<file path="config.mk">
export PLATFORM = sky130hd
export DESIGN_NAME = lsu_mem_ctrl
export DESIGN_NICKNAME = d
export VERILOG_FILES = /design/src/rtl/lsu_mem_ctrl.sv
export SDC_FILE = /design/constraint.sdc
export NUM_CORES = 1
export LEC_CHECK = 0
export CORE_ASPECT_RATIO = 0.9
export CORE_MARGIN = 2
export CORE_UTILIZATION = 50
export DETAILED_ROUTE_END_ITERATION = 10
export PLACE_DENSITY_LB_ADDON = 0.15
export SLEW_MARGIN = 20
export SYNTH_ARGS = -nofsm -noshare
export SYNTH_HDL_FRONTEND = slang
export SYNTH_SLANG_ARGS = --single-unit
</file>
<file path="constraint.sdc">
create_clock -name clk -period 5.3 [get_ports clk]
set_input_delay 1.59 -clock clk [delete_from_list [all_inputs] [get_ports clk]]
set_output_delay 1.59 -clock clk [all_outputs]
set_load 0.02 [all_outputs]
</file>
<file path="src/rtl/lsu_mem_ctrl.sv">
// lsu_mem_ctrl: multi-cycle load/store controller between EXU, data memory and WBU
module lsu_mem_ctrl #(
   parameter int unsigned TIMEOUT_CYCLES = 255
) (
   input  logic        clk,
   input  logic        rst_n,
   input  logic        req_valid,
   output logic        req_ready,
   input  logic [31:0] addr,
   input  logic        MemRd,
   input  logic        MemWr,
   input  logic [2:0]  MemOp,
   input  logic [31:0] wdata,
   output logic        mem_req_valid,
   input  logic        mem_req_ready,
   output logic [31:0] mem_addr,
   output logic        mem_wen,
   output logic [31:0] mem_wdata,
   output logic [7:0]  mem_wmask,
   input  logic        mem_rsp_valid,
   output logic        mem_rsp_ready,
   input  logic [31:0] mem_rdata,
   output logic        rsp_valid,
   input  logic        rsp_ready,
   output logic [31:0] rdata,
   output logic        err
);
   localparam logic [1:0] S_IDLE = 2'd0, S_REQ = 2'd1, S_WAIT = 2'd2, S_DONE = 2'd3;
   logic [1:0]  state;
   logic        drop, is_load, noop, bad_op, mis, fault;
   logic [2:0]  op;
   logic [1:0]  off;
   logic [3:0]  mask;
   logic [31:0] wdog, lane_data, shifted, load_val;
   assign req_ready     = state == S_IDLE && !drop;
   assign mem_req_valid = state == S_REQ;
   assign mem_rsp_ready = state == S_WAIT || drop;
   assign rsp_valid     = state == S_DONE;
   assign mem_wmask     = {4'b0, mask};
   // classify the incoming request, place store data on its lane, extract load data
   always_comb begin
      noop      = !MemRd && !MemWr;
      bad_op    = MemRd ? !(MemOp inside {3'b000, 3'b001, 3'b010, 3'b100, 3'b101})
                        : !(MemOp inside {3'b000, 3'b001, 3'b010});
      mis       = (MemOp[1:0] == 2'b01 && addr[0]) || (MemOp[1:0] == 2'b10 && addr[1:0] != 2'b00);
      fault     = (MemRd && MemWr) || (!noop && (bad_op || mis));
      lane_data = MemOp[1:0] == 2'b00 ? {24'b0, wdata[7:0]} << {addr[1:0], 3'b000}
                : MemOp[1:0] == 2'b01 ? {16'b0, wdata[15:0]} << {addr[1:0], 3'b000} : wdata;
      shifted   = mem_rdata >> {off, 3'b000};
      load_val  = op == 3'b000 ? {{24{shifted[7]}}, shifted[7:0]}
                : op == 3'b001 ? {{16{shifted[15]}}, shifted[15:0]}
                : op == 3'b100 ? {24'b0, shifted[7:0]}
                : op == 3'b101 ? {16'b0, shifted[15:0]} : mem_rdata;
   end
   // transaction FSM with response watchdog and post-timeout drain of a late response
   always_ff @(posedge clk) begin
      if (!rst_n) begin
         state     <= S_IDLE;
         drop      <= 1'b0;
         wdog      <= '0;
         is_load   <= 1'b0;
         op        <= '0;
         off       <= '0;
         mem_addr  <= '0;
         mem_wen   <= 1'b0;
         mem_wdata <= '0;
         mask      <= '0;
         rdata     <= '0;
         err       <= 1'b0;
      end else begin
         if (drop && mem_rsp_valid && state != S_WAIT) drop <= 1'b0;
         case (state)
            S_IDLE: if (req_valid && req_ready) begin
               is_load <= MemRd;
               op      <= MemOp;
               off     <= addr[1:0];
               rdata   <= '0;
               err     <= fault;
               if (fault || noop) state <= S_DONE;
               else begin
                  state     <= S_REQ;
                  mem_addr  <= {addr[31:2], 2'b00};
                  mem_wen   <= MemWr;
                  mem_wdata <= MemWr ? lane_data : '0;
                  mask      <= MemWr ? (MemOp[1:0] == 2'b00 ? 4'b0001 : MemOp[1:0] == 2'b01 ? 4'b0011 : 4'b1111) << addr[1:0] : 4'b0000;
               end
            end
            S_REQ: if (mem_req_ready) begin
               state <= S_WAIT;
               wdog  <= '0;
            end
            S_WAIT: if (mem_rsp_valid) begin
               state <= S_DONE;
               rdata <= is_load ? load_val : '0;
            end else if (TIMEOUT_CYCLES != 0 && wdog == TIMEOUT_CYCLES - 1) begin
               state <= S_DONE;
               err   <= 1'b1;
               drop  <= 1'b1;
            end else wdog <= wdog + 32'd1;
            default: if (rsp_ready) state <= S_IDLE;
         endcase
      end
   end
endmodule
</file>
==> metrics.md <==
| Metric | Value |
|---|---|
| Resize count post-CTS | 0 |
| CP startpoint kind | flip-flop |
| Initial Utilization | 50.84% |
| Clock buffer depth | 2 |
| Vias in the first global route | 5986 |
| Largest net degree at the start of global routing | 51 |
| Leakage dissipation | 3.287 nW |
| DR WL/cell | between 15 and 20 µm |
| Multi-input logic area | 3632 µm² |
| Io pins | 217 |
| Seq. cell area | 2823 µm² |
| Cell Pwr Density | 317.6 nW/µm² |
| Final Hold Slack | 0.4578 ns |
| Via count | 6489 |
| RSZ-0062 raised after global routing | no |
| Fillers | 1028 |
| Synth area leaders | dfxtp_1, nand2_1, a21oi_1 |
| Port Buf Inserts | 210 |
| FP Rows | 40 |
| CP Capture Type | output port |
| Most frequent cells in the layout | clkdlybuf4s50_1, dfxtp_1, nand2_1 |
| Nets | between 1k and 1.5k |
| Avg Cell Area, Syn | 8.568 µm² |
| Cells after Synth | 787 |
| Post-Synthesis Cell Area | about 6700 µm² |
| DP Cell Count | approximately 1.1k |
| Share of layout cells above drive strength 1 | 5.097% |
| Clock sink count | 141 |
| Die H | 114.2 µm |
| Post-Route Skew | 0.005764 ns |
| Leading area contributor after synthesis | dfxtp_1 |
| Antenna violation net count after detailed routing | 0 |
| Total Wirelength | 18820 µm |
| Antenna violations before repair | 0 |
| Synth async-reset ratio | 0% |
| Final Max Tran Viols | 0 |
| DIE AREA | 14430 µm² |
| CP Class | reg -> out |
| Final Critical Period | 3.763 ns |
| Total CTS buffers | 17 |
| Gr usage total | 25.74% |
| Clock transition at the registers of the reported paths | about 0.060 ns |
| Post-synth EDFFs | 0 |
| Dpl ws | 1.258 ns |
| Pre-antenna DRT Iters | 5 |
| Hold Buf Count CTS | 0 |
| Non-filler cells, final | about 1.1k |
| #FFs+latches synth | between 100 and 150 |
| Final setup TNS | 0 ns |
| Worst setup margin | 1.537 ns |
| Peak supply drop | about 300 µV |
| Synth Flop Type | dfxtp_1 |
| Crit path DAT | 2.17 ns |
| First-pass GRT wire length | 30180 µm |
| DP HPWL | 13010 µm |
| CTS tree | yes |
| GRT Residual Overflow | 0 |
| Post-synthesis cell type count | 62 |
| Drt initial violations | a little under 600 |
| Worst Path Max Fanout | 13 |
| Commonest non-fill, non-tap cell in the layout | clkdlybuf4s50_1 |
| Ant diodes | 0 |
| Worst-Skew Late Latency | 0.42 ns |
| Slew headroom | between 20% and 30% |
| Setup Viol. Count Final | 0 |
| P&R area growth vs syn | 40.64% |
| Chip width | 126.4 µm |
| RD Place Congestion | about 0.83 |
| HP Class | reg -> reg |
| Residual DRC | 0 |
| Setup slack, reg-to-reg | between 2 and 3 ns |
| Final Cycle Share | 71.00% |
| Core footprint | roughly 13000 µm² |
| Final Hold Fails | 0 |
| Fin util | 71.50% |
| Vias per inst | 5.648 |
| Status | completed |
| Fmax | 265.8 MHz |
| Yosys warns | 0 |
| H-tree levels | 4 |
| CTS root buffer | clkbuf_16 |
| Max cap viols | 0 |
| Worst Path Required | 3.71 ns |
| Post-CTS setup buffer count | 0 |
| Worst Tran Pin Value | roughly 1.1 ns |
| Sequential share of the synthesized area | 41.86% |
| Top cell type's share of synthesized area | between 40% and 50% |
==> registers in the layout (all words and copies together), names as in the netlist <==
signal / count
off: 2
err: 1
drop: 1
mem_wen: 1
mask: 4
state: 2
is_load: 1
mem_addr: 30
rdata: 32
op: 3
mem_wdata: 32
wdog: 32
==> worst max-delay path, stage by stage (launching register included) <==
cell and delay [ns]:
dfxtp_1 0.39, inv_1 0.10, ha_1 0.36, or2_2 0.34
clkdlybuf4s50_1 0.56
==> layer usage <==
metal / vias up / global-route usage [%] / part of all wire, %
li1: 3207 / - / -
met1: 3029 / 34.11 / 45
met2: 227 / 41.25 / 46
met3: 26 / 7.103 / 6.4
met4: 0 / 7.692 / 1.9
met5: - / 0 / 0
==> synth_stat cells (all sizes together) (10+ instances only) <==
cell type	n
clkbuf	42
o2bb2ai	17
dfxtp	141
nor2b	35
a21boi	45
mux2i	10
a21oi	62
nand2b	21
nand2	100
a22o	35
nand4	21
nand3	14
inv	12
buf	20
nor2	32
o21ai	27
or3	22
nor3	11
==> final timing paths <==
kind | cells after the start | startpoint | to
hold / removal | 1 | rdata[23]$_SDFFE_PN0P_ | rdata[23]$_SDFFE_PN0P_
setup reg to reg | 7 | state[0]$_SDFFE_PN0P_ | wdog[5]$_SDFFE_PN0P_
setup / recovery | 4 | state[0]$_SDFFE_PN0P_ | mem_rsp_ready
hold reg to reg | 1 | rdata[23]$_SDFFE_PN0P_ | rdata[23]$_SDFFE_PN0P_
==> per-stage QoR <==
step	total power, mW	instance area, µm²
after detailed placement	1.790	8875
after global routing	3.144	9483
after CTS	3.028	9483
after global placement	1.788	8875
final	3.011	9483
after floorplan	1.552	6761
==> cells by family after synthesis <==
logic type      synth area share [%]
simple gates                   22.40
compound gates                 26.31
xor+xnor                       1.559
flops                          41.86
other cells                  0.05562
mux                            1.652
fa+ha+maj                      1.447
buf+inv                        4.713
==> area by class of cell <==
cell class                      instances  area share [%]
Inverter                               12          0.4750
Multi-Input combinational cell        577           38.30
Sequential cell                       141           29.77
Clock buffer                           21           4.644
Clock inverter                         11           1.768
Timing Repair Buffer                  219           22.83
Tap cell                              168           2.217
==> report_power, final <==
part           internal [mW]  total (mW)  leakage, nW  switching, mW
clock                  0.786        1.24        0.291          0.450
sequential              1.10        1.15         1.14         0.0511
combinational          0.279       0.628         1.86          0.349
No activity file was read; power rests on OpenSTA's default activity.
